File: config.mk
export PLATFORM = sky130hd
export DESIGN_NAME = prim_subreg_sched_flat
export DESIGN_NICKNAME = d
export VERILOG_FILES = /design/src/rtl/prim_subreg_pkg.sv /design/src/rtl/prim_subreg_sched_if.sv /design/src/rtl/prim_rr_arb.sv /design/src/rtl/prim_subreg_sched.sv /design/src/flat_wrapper.sv
export SDC_FILE = /design/constraint.sdc
export NUM_CORES = 1
export LEC_CHECK = 0
export BUFFER_PORTS_ARGS = -buffer_cell sky130_fd_sc_hd__buf_2
export CORE_AREA = 8 8 127 129
export DETAILED_ROUTE_END_ITERATION = 10
export DIE_AREA = 0 0 135 137
export GPL_ROUTABILITY_DRIVEN = 0
export PLACE_DENSITY = 0.67
export SLEW_MARGIN = 15
export SYNTH_ARGS = -nofsm -noshare
export SYNTH_HDL_FRONTEND = slang
export SYNTH_SLANG_ARGS = --single-unit
File: constraint.sdc
create_clock -name clk_i -period 6.52 [get_ports clk_i]
set_input_delay 0.326 -clock clk_i [delete_from_list [all_inputs] [get_ports clk_i]]
set_output_delay 0.326 -clock clk_i [all_outputs]
set_load 0.05 [all_outputs]
File: src/rtl/prim_subreg_pkg.sv
// Shared types for the subreg slice and its hardware update scheduler.
package prim_subreg_pkg;

    typedef enum logic [2:0] {
        SwAccessRW  = 3'd0,
        SwAccessRO  = 3'd1,
        SwAccessWO  = 3'd2,
        SwAccessW1C = 3'd3,
        SwAccessW1S = 3'd4,
        SwAccessW0C = 3'd5,
        SwAccessRC  = 3'd6
    } sw_access_e;

    typedef enum logic {
        EMPTY = 1'b0,
        ISSUE = 1'b1
    } sched_state_e;

    // Wrappers use this in an elaboration-time check before instantiating the scheduler.
    function automatic logic sched_access_ok(sw_access_e acc);
        return (acc == SwAccessRW) || (acc == SwAccessWO) || (acc == SwAccessRO);
    endfunction

    function automatic int unsigned idx_w(int unsigned n);
        return (n > 1) ? $clog2(n) : 1;
    endfunction

endpackage

File: src/rtl/prim_subreg_sched_if.sv
// Requester-side bundle: masked update requests in, one-hot grant and commit pulses out.
interface prim_subreg_sched_if #(
    parameter int NumReq = 4,
    parameter int DW     = 32
);
    // Handshake: an update is accepted in the cycle req_i[i] & gnt_o[i]; req_i,
    // mask_i and val_i stay stable until then. done_o[i] pulses once when it commits.
    logic [NumReq-1:0]         req_i;
    logic [NumReq-1:0][DW-1:0] mask_i;
    logic [NumReq-1:0][DW-1:0] val_i;
    logic [NumReq-1:0]         gnt_o;
    logic [NumReq-1:0]         done_o;

    modport master (output req_i, mask_i, val_i, input gnt_o, done_o);
    modport slave  (input req_i, mask_i, val_i, output gnt_o, done_o);
endinterface

File: src/rtl/prim_rr_arb.sv
// Combinational round-robin arbiter; the search starts just after last.
module prim_rr_arb
    import prim_subreg_pkg::*;
#(
    parameter int N    = 4,
    parameter int IdxW = idx_w(N)
) (
    input  logic [N-1:0]    req,
    input  logic [IdxW-1:0] last,
    input  logic            en,
    output logic [N-1:0]    gnt,
    output logic [IdxW-1:0] gnt_idx
);

    always_comb begin
        int   idx;
        logic found;
        gnt     = '0;
        gnt_idx = '0;
        found   = 1'b0;
        idx     = 0;
        for (int off = 1; off <= N; off++) begin
            idx = int'(last) + off;
            if (idx >= N) idx = idx - N;
            if (en && !found && req[idx]) begin
                found    = 1'b1;
                gnt[idx] = 1'b1;
                gnt_idx  = IdxW'(idx);
            end
        end
    end

endmodule

File: src/rtl/prim_subreg_sched.sv
// Single-entry scheduler putting masked hardware updates onto a subreg de/d port,
// replaying any update that loses to a same-cycle software write.
module prim_subreg_sched
    import prim_subreg_pkg::*;
#(
    parameter int DW        = 32,
    parameter int NumReq    = 4,
    parameter int StarveMax = 8
) (
    input  logic                 clk_i,
    input  logic                 rst_i,
    prim_subreg_sched_if.slave   req_bus,
    input  logic                 sw_we_i,
    input  logic [DW-1:0]        q_i,
    output logic                 de_o,
    output logic [DW-1:0]        d_o,
    output logic                 busy_o,
    output logic                 starve_o,
    input  logic                 starve_clr_i,
    output sched_state_e         state_o
);

    localparam int IdxW   = idx_w(NumReq);
    localparam int RetryW = $clog2(StarveMax + 1);

    sched_state_e      state_q, state_d;
    logic [DW-1:0]     mask_q, mask_d, val_q, val_d;
    logic [IdxW-1:0]   owner_q, owner_d, last_q, last_d;
    logic [RetryW-1:0] retry_q, retry_d;
    logic              starve_q, starve_d;

    logic              valid, commit, lost, load_ok, any_gnt;
    logic [NumReq-1:0] gnt, done;
    logic [IdxW-1:0]   gnt_idx;

    assign valid   = (state_q == ISSUE);
    assign commit  = valid & ~sw_we_i;
    assign lost    = valid & sw_we_i;
    assign load_ok = ~valid | commit;
    assign any_gnt = |gnt;

    prim_rr_arb #(.N(NumReq), .IdxW(IdxW)) u_arb (
        .req     (req_bus.req_i),
        .last    (last_q),
        .en      (load_ok),
        .gnt     (gnt),
        .gnt_idx (gnt_idx)
    );

    always_comb begin
        state_d  = state_q;
        mask_d   = mask_q;
        val_d    = val_q;
        owner_d  = owner_q;
        last_d   = last_q;
        retry_d  = retry_q;
        starve_d = starve_q;
        done     = '0;

        if (lost) begin
            if (retry_q != RetryW'(StarveMax)) retry_d = retry_q + 1'b1;
        end
        if (commit) begin
            done[owner_q] = 1'b1;
            retry_d       = '0;
            state_d       = EMPTY;
        end
        if (any_gnt) begin
            state_d = ISSUE;
            mask_d  = req_bus.mask_i[gnt_idx];
            val_d   = req_bus.val_i[gnt_idx];
            owner_d = gnt_idx;
            last_d  = gnt_idx;
        end

        // Set wins over a same-cycle clear.
        if (lost && (retry_q >= RetryW'(StarveMax - 1))) starve_d = 1'b1;
        else if (starve_clr_i)                          starve_d = 1'b0;
    end

    always_ff @(posedge clk_i) begin
        if (rst_i) begin
            state_q  <= EMPTY;
            mask_q   <= '0;
            val_q    <= '0;
            owner_q  <= '0;
            last_q   <= IdxW'(NumReq - 1);
            retry_q  <= '0;
            starve_q <= 1'b0;
        end else begin
            state_q  <= state_d;
            mask_q   <= mask_d;
            val_q    <= val_d;
            owner_q  <= owner_d;
            last_q   <= last_d;
            retry_q  <= retry_d;
            starve_q <= starve_d;
        end
    end

    // d_o merges against the live q_i so a replay sees the software-written value.
    assign d_o             = (q_i & ~mask_q) | (val_q & mask_q);
    assign de_o            = valid;
    assign busy_o          = valid;
    assign starve_o        = starve_q;
    assign state_o         = state_q;
    assign req_bus.gnt_o   = gnt;
    assign req_bus.done_o  = done;

endmodule

File: src/flat_wrapper.sv
// flat-port wrapper written by rule: the top's interface ports become plain ports
module prim_subreg_sched_flat import prim_subreg_pkg::*;
#(
    parameter int DW        = 32,
    parameter int NumReq    = 4,
    parameter int StarveMax = 8
)
  (clk_i, rst_i, sw_we_i, q_i, de_o, d_o, busy_o, starve_o, starve_clr_i, state_o, req_bus_req_i, req_bus_mask_i, req_bus_val_i, req_bus_gnt_o, req_bus_done_o);
  prim_subreg_sched_if #(.NumReq(NumReq), .DW(DW)) req_bus_i ();
  input  logic clk_i;
  input  logic rst_i;
  input  logic sw_we_i;
  input  logic [DW-1:0] q_i;
  output logic de_o;
  output logic [DW-1:0] d_o;
  output logic busy_o;
  output logic starve_o;
  input  logic starve_clr_i;
  output sched_state_e state_o;
  input wire logic [$bits(req_bus_i.req_i)-1:0] req_bus_req_i;
  input wire logic [$bits(req_bus_i.mask_i)-1:0] req_bus_mask_i;
  input wire logic [$bits(req_bus_i.val_i)-1:0] req_bus_val_i;
  output wire logic [$bits(req_bus_i.gnt_o)-1:0] req_bus_gnt_o;
  output wire logic [$bits(req_bus_i.done_o)-1:0] req_bus_done_o;
  assign req_bus_i.req_i = req_bus_req_i;
  assign req_bus_i.mask_i = req_bus_mask_i;
  assign req_bus_i.val_i = req_bus_val_i;
  assign req_bus_gnt_o = req_bus_i.gnt_o;
  assign req_bus_done_o = req_bus_i.done_o;
  prim_subreg_sched #(.DW(DW), .NumReq(NumReq), .StarveMax(StarveMax)) u_core (.clk_i(clk_i), .rst_i(rst_i), .req_bus(req_bus_i), .sw_we_i(sw_we_i), .q_i(q_i), .de_o(de_o), .d_o(d_o), .busy_o(busy_o), .starve_o(starve_o), .starve_clr_i(starve_clr_i), .state_o(state_o));
endmodule
# After elaboration in Yosys (flattened, before gate mapping)

Cells that the tools add are included.

Logic and storage cells: 112
Bits of input ports: 296
Output and inout bits: 44
Bits in registers: 74

Multiplexer cells: 46
Equality and inequality tests: 1
$add $sub $neg: 9
Magnitude comparators: 16
Reductions and logical operators: 21
Bitwise gates (word level): 12

Operators with widths:

| kind                                                               | number |
|---|---|
| two-way mux 32 bit                                                 | 6 |
| binary-select mux 32 bit (select 2 bit)                            | 2 |
| greater-or-equal comparator 32 x 1 -> 1 bit, second input constant | 4 |
| less-than comparator 32 x 4 -> 1 bit, second input constant        | 4 |
| bitwise AND 32 bit                                                 | 2 |
| greater-or-equal comparator 32 x 4 -> 1 bit, second input constant | 1 |
| inverter 32 bit                                                    | 1 |
| OR 32 bit                                                          | 1 |
| subtractor 32 x 4 -> 32 bit, second input constant                 | 1 |
| two-way mux 1 bit                                                  | 20 |
| two-way mux 4 bit                                                  | 5 |
| logical AND 1 bit                                                  | 13 |
| OR 4 bit                                                           | 3 |
| demux 1 bit (select 2 bit)                                         | 5 |
| binary-select mux 1 bit (select 2 bit)                             | 4 |
| greater-or-equal comparator 4 x 3 -> 1 bit, second input constant  | 2 |
| two-way mux 2 bit                                                  | 4 |
| subtractor 3 x 3 -> 4 bit, second input constant                   | 2 |
| adder 2 x 2 -> 3 bit, second input constant                        | 2 |
| greater-or-equal comparator 3 bit, second input constant           | 2 |
| less-than comparator 2 x 3 -> 1 bit, second input constant         | 2 |
| subtractor 4 x 3 -> 5 bit, second input constant                   | 1 |
| adder 2 x 3 -> 4 bit, second input constant                        | 1 |
| adder 4 x 1 -> 4 bit, second input constant                        | 1 |
| 11 further kinds                                                   | 16 |

# Longest topological paths before layout

Gate-level depths: netlist (run 1).

Depth after elaboration: 22
Mapped depth: 14
Mapped depth without buffers: 9

# By module

From an unflattened synthesis (run 1), not the netlist that was laid out.

Cell total of the unflattened synthesis: 357
Area, all modules: 4768.3 um2

Modules (own cells, without submodules):

| module            | cells an instance | area each (um2) | instances | sequential area each (um2) |
|---|---|---|---|---|
| prim_subreg_sched | 310               | 4329.2          | 1         | 1481.4 |
| prim_rr_arb       | 47                | 439.2           | 1         | 0.0 |

# Least setup slack after synthesis (run 1)

No wires, ideal clock.

Path type: register -> register
From: register u_core.last_q[0]
To: register u_core.val_q[5]
Buffers on the path: 4
Path slack: 2.927 ns
Stages on the path, launching flop included: 14
Setup time: 0.070 ns
Arrival: 3.523 ns
Data required time: 6.450 ns
Clock period less this slack: 3.593 ns
Path through: dfxtp_1 -> buf_6 -> inv_1 -> ha_1 -> buf_2 -> mux4_2 -> nand2_1 -> nor2_1 -> a221o_1 -> nor4_1 -> buf_2 -> clkbuf_1 -> nand2_1 -> a21oi_1

Elaborated cells between the ends (all ways): 75
Those cells by class: add/sub: 8; order compare: 12; mux: 37; bitwise: 3; reduce/logical: 15

RTL lines:

| element                                                                              | RTL line                | source |
|---|---|---|
| from (decl)                                                                          | prim_subreg_sched.sv:28 | `logic [IdxW-1:0] owner_q, owner_d, last_q, last_d;` |
| from (signal assigned)                                                               | prim_subreg_sched.sv:87 | `last_q <= IdxW'(NumReq - 1);` |
| from (signal assigned)                                                               | prim_subreg_sched.sv:95 | `last_q <= last_d;` |
| parallel branches: the longest is 19 deep, another holds subtractor 32 x 4 -> 32 bit | --                      |  |
| two-way mux 4 bit (*)                                                                | prim_rr_arb.sv:25       | `if (en && !found && req[idx]) begin` |
| via req_bus_gnt_o[2]                                                                 | flat_wrapper.sv:23      | `output wire logic [$bits(req_bus_i.gnt_o)-1:0] req_bus_gnt_o;` |
| OR reduction 4 bit (*)                                                               | prim_subreg_sched.sv:40 | `assign any_gnt = \|gnt;` |
| to (signal assigned)                                                                 | prim_subreg_sched.sv:93 | `val_q <= val_d;` |
| to (decl)                                                                            | prim_subreg_sched.sv:27 | `logic [DW-1:0] mask_q, mask_d, val_q, val_d;` |

Mark *: on every way through the listed nets, which the timed path passes. The select of a mux whose other input is x is not followed.
A chain may end at the register's enable or synchronous reset.

# Worst setup path after layout (run 1)

From: register u_core.last_q[0]
To: register u_core.val_q[29]

Cells in the longest elaborated chain, start to end: 22
Elaborated cells between the ends (all ways): 75
Those cells by class: add/sub: 8; order compare: 12; mux: 37; bitwise: 3; reduce/logical: 15

Ends and longest elaborated chain:

| element |
|---|
| parallel branches: the longest is 22 deep, another holds subtractor 32 x 4 -> 32 bit |

Several ways; the timed one is not identified. The select of a mux whose other input is x is not followed.

==> results of run 1 <==
[state kept, by name, indices dropped and copies added (netlist names)]
| name | count |
|---|---|
| u_core.starve_o | 1 |
| u_core.val_q | 32 |
| u_core.last_q | 2 |
| u_core.owner_q | 2 |
| u_core.mask_q | 32 |
| u_core.retry_q | 4 |
| u_core.busy_o | 1 |
[layer usage]
metal / vias to the layer above / global-route usage
li1: 2451 / -
met1: 2462 / 0.225
met2: 226 / 0.356
met3: 24 / 0.0547
met4: 0 / 0.0697
met5: - / 0
[worst paths after layout]
kind,cells after the start,start,endpoint
worst max-delay path,10,u_core.last_q[0]$_SDFFE_PP1P_,u_core.val_q[29]$_SDFFE_PP0P_
worst max register to register,10,u_core.last_q[0]$_SDFFE_PP1P_,u_core.val_q[29]$_SDFFE_PP0P_
worst min register to register,2,u_core.val_q[16]$_SDFFE_PP0P_,u_core.val_q[16]$_SDFFE_PP0P_
worst min-delay path,4,starve_clr_i,u_core.starve_o$_SDFFE_PP0P_
[stage by stage]
| stage | cells | area [um2] | power, mW |
|---|---|---|---|
| 2_1_floorplan | 497 | 5010 | 2.88 |
| 3_3_place_gp | 985 | 6800 | 3.36 |
| 3_5_place_dp | 985 | 6800 | 3.40 |
| 4_1_cts | 1001 | 7130 | 3.97 |
| 5_1_grt | 1003 | 7130 | 4.21 |
| 6_report | 1003 | 7130 | 3.90 |
[cells in the mapped netlist, drive strengths merged, types with 2 or more instances]
| master | number | share of area |
|---|---|---|
| and2 | 2 | 0.0025 |
| nor2 | 10 | 0.0075 |
| clkbuf | 25 | 0.019 |
| a21oi | 73 | 0.073 |
| nand3 | 4 | 0.0040 |
| mux4 | 67 | 0.30 |
| nor4 | 2 | 0.0055 |
| or2 | 2 | 0.0030 |
| buf | 17 | 0.027 |
| nand3b | 6 | 0.0090 |
| mux2 | 35 | 0.079 |
| mux2i | 4 | 0.0080 |
| xor2 | 2 | 0.0035 |
| inv | 5 | 0.0037 |
| dfxtp | 74 | 0.30 |
| ha | 10 | 0.025 |
| a221o | 4 | 0.0080 |
| nand2b | 2 | 0.0025 |
| o21bai | 2 | 0.0030 |
| nand2 | 141 | 0.11 |
[power by group]
group / switching [mW] / leakage, nW / internal (mW)
clock: 0.197 / 0.163 / 0.356
sequential: 0.107 / 0.611 / 0.607
combinational: 1.51 / 2.54 / 1.13
[critical path: cells and delay by family, from the launching register on]
family          cells  cell delay [ns]
buf+inv             2             0.82
mux                 3             1.33
flops               1             0.71
simple gates        3             0.80
fa+ha+maj           1             0.47
compound gates      1             0.07
[layout make-up]
cell class	count	area [um2]
clock inverter	4	73.8
multi-input combinational	376	3320
fill	1385	7070
clock buffer	12	256
tap	184	230
antenna	2	5.00
timing repair buffer	346	1750
sequential	74	1480
inverter	5	18.8
[cell usage in the layout (no fill, tap or decap), types with 2 or more instances in the layout]
cell type	count
inv_1	5
diode_2	2
and2_1	2
a221o_1	4
o21bai_1	2
clkbuf_16	9
buf_4	7
nor2_1	10
mux4_2	67
mux2_2	35
buf_2	339
xor2_1	2
nand3b_1	6
dfxtp_1	74
mux2i_1	3
nand2b_1	2
ha_1	10
nand3_1	4
bufinv_16	2
a21oi_1	73
nand2_1	141
clkbuf_8	2
[kinds of logic after synthesis]
logic type,after synthesis
mux,106
buf+inv,47
flops,74
simple gates,175
fa+ha+maj,10
compound gates,82
xor+xnor,3
==> results.tsv, run 1 <==
stage	metric	value	unit
yosys	yosys.area_share.simple	0.147	
place	dp_hpwl	15400	um
clock_tree	numCtsBuffers	9	
sta	grt_setup_unrepaired	no	
floorplan	rows	44	
clock_tree	cts_resized	0	
place	port_buffers	339	
detailed_routing	wl	19400	um
finish	fin_util	0.502	
yosys	synth_top_family_by_area	multiplexers	
yosys	syn_area	5010	um2
clock_tree	insertion_delay	0.34	ns
grt	antenna_found_initial	4	
job	maxCapViolations	0	
detailed_routing	drcViolationCount	0	
yosys	synthXorXnorAreaFrac	0.00525	
floorplan	die_w	135	um
detailed_routing	routed_via_density	5.15	
detailed_routing	m1WireLength	7550	um
power	p_leak	3.32	nW
floorplan	coreArea	14200	um2
finish	final_nets	1118	
place	pre_cts_ws	2.03	ns
detailed_routing	detail_route.wl_per_cell	19.3	um
grt	grt_util_all_layers	0.200	
yosys	seq_area_frac_synth	0.296	
yosys	syn-num-nets	803	
setup_path	cpPeakStageDelay	0.71	ns
setup_path	crit_path_cell_trace	inv_1 > ha_1 > mux4_2 > or2_4 > nor4_4 > mux2i_4 > buf_4 > mux4_2 > nand2_1 > a21oi_1	
sta	tightest_slew	0.783	ns
detailed_routing	wl_met3	1480	um
setup_path	crit_arrival	4.60	ns
sta	finClkSkew	0.00715	ns
yosys	ys_seq_elements	74	
status	status	finished clean	
sta	hold_slack	0.288	ns
power	power_per_cell_area	547	nW/um2
clock_tree	cts_setup_buffers	0	
setup_path	crit_path_frequent_cell	mux4_2	
clock_tree	cts_max_path_buffers	2	
detailed_routing	vias	5163	
detailed_routing	top_layer	met4	
sta	finalSetupViolCount	0	
grt	grt_pass1_vias	5302	
sta	finalCritPeriodShare	0.677	
sta	slew_viol_final	0	
setup_path	crit_type	reg -> reg	
yosys	synth_edf_count	0	
worst_hold_path	hold_path.class	in -> reg	
clock_tree	htreeDepth	3	
setup_path	required	6.71	ns
clock_tree	cts_hold_buffers	0	
yosys	ys.flop_type	dfxtp_1	
sta	fin_setup_tns	0	ns
yosys	postSynthCellCount	497	
clock_tree	cts.sinks	74	
setup_path	cp_max_fo	40	
yosys	synthAdderAreaFrac	0.0250	
floorplan	fp.dieH	137	um
detailed_routing	drtAntennaViolNets	0	
sta	max_freq	227	MHz
yosys	synthArstFlopShare	0	
setup_path	rrSetupSlack	2.11	ns
yosys	avgSynthCellArea	10.1	um2
yosys	synth_mux_area_frac	0.388	
power	ir_drop	0.000635	V
setup_path	start_kind	flop	
sta	finalHoldViolations	0	
yosys	yosysWarnings	0	
floorplan	start_util	0.352	
clock_tree	cts_tree	built	
grt	grt_pass1_wl	28600	um
finish	drive_above_1_share	0.575	
finish	syn2layout_area_growth	42.5	%
detailed_routing	first_pass_iters	4	
yosys	synth_compound_area_frac	0.0890	
clock_tree	clk_pin_slew	0.06	ns
grt	overflow	0	
floorplan	num_io_pins	340	
detailed_routing	wl_met2	10000	um
detailed_routing	drtIter0Drc	273	
sta	fin_crit	4.41	ns
sta	worst_slack	2.11	ns
floorplan	die_area	18500	um2
yosys	synth_cell_types	34	
grt	grt_max_degree	72	
setup_path	crit_path_top_delay_cell	dfxtp_1	
setup_path	cp-end-kind	flop	
clock_tree	ctsRootBufferMaster	clkbuf_16	
sta	slew_headroom	0.478	
Note: power is estimated with default switching activity, not from simulation.
==> inputs of run 2 (changes only) <==
CORE_AREA = unset   (was 8 8 127 129)
CORE_MARGIN = 8   (was unset)
CORE_UTILIZATION = 38   (was unset)
DIE_AREA = unset   (was 0 0 135 137)
PLACE_DENSITY = 0.74   (was 0.67)
clock period = 3.6 ns   (was 6.52 ns; I/O delays follow)
==> run 2 against run 1 <==
Net effect: count of clock-buffer cells in the layout grew 1; worst setup slack lost 2.0 ns; combinational power grew 99%; first-iteration DRC count grew 15%; power grew 88%; cell area grew 1.8%; cell count grew 0.40%; clock power grew 49%; critical endpoint is now u_core.val_q[10]$_SDFFE_PP0P_; largest cell class unchanged.
==> results.tsv, run 2 (same netlist as run 1, synthesis figures left out) <==
stage	metric	value	unit	change
sta	finalHoldViolations	0		unchanged
sta	slew_headroom	0.429		was 0.478
clock_tree	ctsRootBufferMaster	clkbuf_16		unchanged
finish	final_nets	1131		was 1118
detailed_routing	drtAntennaViolNets	0		unchanged
power	p_leak	3.39	nW	was 3.32 nW
grt	grt_util_all_layers	0.218		was 0.200
grt	antenna_found_initial	0		was 4
clock_tree	cts_tree	built		unchanged
sta	finalCritPeriodShare	0.969		was 0.677
sta	finClkSkew	0.00348	ns	was 0.00715 ns
grt	grt_pass1_wl	28500	um	was 28600 um
power	power_per_cell_area	1010	nW/um2	was 547 nW/um2
worst_hold_path	hold_path.class	in -> reg		unchanged
setup_path	cp-end-kind	flop		unchanged
job	maxCapViolations	0		unchanged
worst_hold_path	min_delay_worst_endpoint	u_core.starve_o$_SDFFE_PP0P_		unchanged
detailed_routing	wl	19900	um	was 19400 um
detailed_routing	routed_via_density	5.23		was 5.15
detailed_routing	detail_route.wl_per_cell	19.8	um	was 19.3 um
place	dp_hpwl	15800	um	was 15400 um
floorplan	fp.dieH	131	um	was 137 um
sta	fin_crit	3.49	ns	was 4.41 ns
finish	final_cell_mix	339 x buf_2, 141 x nand2_1, 74 x dfxtp_1		unchanged
finish	syn2layout_area_growth	45.1	%	was 42.5%
floorplan	die_w	131	um	was 135 um
grt	grt_max_degree	43		was 72
floorplan	die_area	17100	um2	was 18500 um2
setup_path	cp_max_fo	17		was 40
place	placed_area	6860	um2	was 6800 um2
clock_tree	cts_hold_buffers	0		unchanged
finish	nFillCells	1230		was 1385
sta	finalSetupViolCount	0		unchanged
setup_path	r2r-end	u_core.val_q[10]$_SDFFE_PP0P_		was u_core.val_q[29]$_SDFFE_PP0P_
detailed_routing	drtIter0Drc	314		was 273
clock_tree	numCtsBuffers	9		unchanged
detailed_routing	first_pass_iters	4		unchanged
clock_tree	insertion_delay	0.33	ns	was 0.34 ns
detailed_routing	vias	5271		was 5163
setup_path	start_kind	flop		unchanged
worst_hold_path	whs_path_depth	4		unchanged
floorplan	coreArea	13000	um2	was 14200 um2
sta	slew_viol_final	0		unchanged
floorplan	num_io_pins	340		unchanged
setup_path	crit_type	reg -> reg		unchanged
sta	tightest_slew	0.857	ns	was 0.783 ns
grt	overflow	0		unchanged
clock_tree	clk_pin_slew	0.06	ns	about the same
finish	drive_above_1_share	0.581		was 0.575
sta	max_freq	287	MHz	was 227 MHz
finish	final_common_cell	buf_2		unchanged
sta	grt_setup_unrepaired	no		unchanged
setup_path	crit_arrival	3.67	ns	was 4.60 ns
status	status	finished clean		unchanged
floorplan	start_util	0.384		was 0.352
setup_path	required	3.78	ns	was 6.71 ns
setup_path	worstReg2RegStart	u_core.last_q[0]$_SDFFE_PP1P_		unchanged
grt	grt_pass1_vias	5351		was 5302
place	port_buffers	339		unchanged
floorplan	rows	42		was 44
setup_path	reg2reg_depth	11		was 10
setup_path	rrSetupSlack	0.11	ns	was 2.11 ns
power	ir_drop	0.000933	V	was 0.000635 V
finish	design_area	7260	um2	was 7130 um2
detailed_routing	drcViolationCount	0		unchanged
clock_tree	cts.sinks	74		unchanged
worst_hold_path	hold_path_startpoint	starve_clr_i		unchanged
clock_tree	cts_max_path_buffers	2		unchanged
sta	fin_setup_tns	0	ns	unchanged
finish	largest_registers	u_core.mask_q: 32 flops, u_core.val_q: 32 flops, u_core.retry_q: 4 flops		unchanged
clock_tree	htreeDepth	3		unchanged
-- run 2: changes by cell type in the layout (fill, tap and decap cells not counted), sizes merged --
cell    delta
clkinv     +1
clkbuf     +3
bufinv     -2
buf       +11
diode      -1
-- run 2: layer usage --
metal,up-vias,global-route usage,routed length (um)
li1,2480,-,-
met1,2536,0.266,7880
met2,236,0.371,10200
met3,19,0.0552,1600
met4,0,0.0682,280
met5,-,0,0
-- run 2: final cells by class --
type | instances | area, um2 | share of cell area
multi-input cells | 376 | 3330 | 0.458
repair buffers | 359 | 1940 | 0.268
flip-flops and latches | 74 | 1480 | 0.204
clock buffers | 13 | 250 | 0.0345
well taps | 176 | 220 | 0.0303
inverters | 5 | 18.8 | 0.00258
clock inverters | 3 | 15.0 | 0.00207
diodes | 1 | 2.50 | 0.000345
-- run 2: power breakdown --
group	total, mW	internal, mW	switching (mW)
sequential	1.27	1.10	0.171
clock	0.823	0.483	0.340
combinational	5.26	2.39	2.87
-- run 2: worst max path at each step --
stage / from / endpoint / slack [ns] / depth (start not counted)
2_1_floorplan: u_core.last_q[0]$_SDFFE_PP1P_ / u_core.val_q[5]$_SDFFE_PP0P_ / 0.007 / 13
3_3_place_gp: u_core.last_q[1]$_SDFFE_PP1P_ / u_core.val_q[12]$_SDFFE_PP0P_ / 0.15 / 9
3_5_place_dp: u_core.last_q[1]$_SDFFE_PP1P_ / u_core.val_q[12]$_SDFFE_PP0P_ / 0.07 / 9
4_1_cts: u_core.last_q[0]$_SDFFE_PP1P_ / u_core.val_q[12]$_SDFFE_PP0P_ / 0.07 / 9
5_1_grt: u_core.last_q[0]$_SDFFE_PP1P_ / u_core.val_q[10]$_SDFFE_PP0P_ / 0.008 / 11
6_report: u_core.last_q[0]$_SDFFE_PP1P_ / u_core.val_q[10]$_SDFFE_PP0P_ / 0.11 / 11
-- run 2: metrics by stage --
| stage | utilization | hold slack [ns] | power [mW] | setup WS (ns) | cells |
|---|---|---|---|---|---|
| after floorplan | - | 0.361 | 5.22 | 0.00702 | 497 |
| after global placement | 0.526 | 0.438 | 6.24 | 0.150 | 982 |
| after detailed placement | 0.526 | 0.443 | 6.31 | 0.0709 | 982 |
| after CTS | 0.547 | 0.130 | 7.16 | 0.0707 | 998 |
| after global routing | 0.557 | 0.212 | 7.89 | 0.00782 | 1006 |
| final | 0.557 | 0.150 | 7.35 | 0.110 | 1007 |
-- run 2: critical path, stage by stage (launching register included) --
cell       delay, ns
dfxtp_1         0.33
buf_4           0.22
mux4_2          0.58
or2_4           0.27
nor4_4          0.48
mux2i_4         0.33
buf_12          0.15
buf_12          0.10
clkbuf_16       0.20
mux4_2          0.51
nand2_1         0.08
a21oi_1         0.06
-- run 2: timing repair --
action                                 4_1_cts  5_1_grt
gates resized for setup                      0        2
setup endpoints to repair                    0       63
buffers inserted                             0        6
endpoints found under the hold margin        0        0
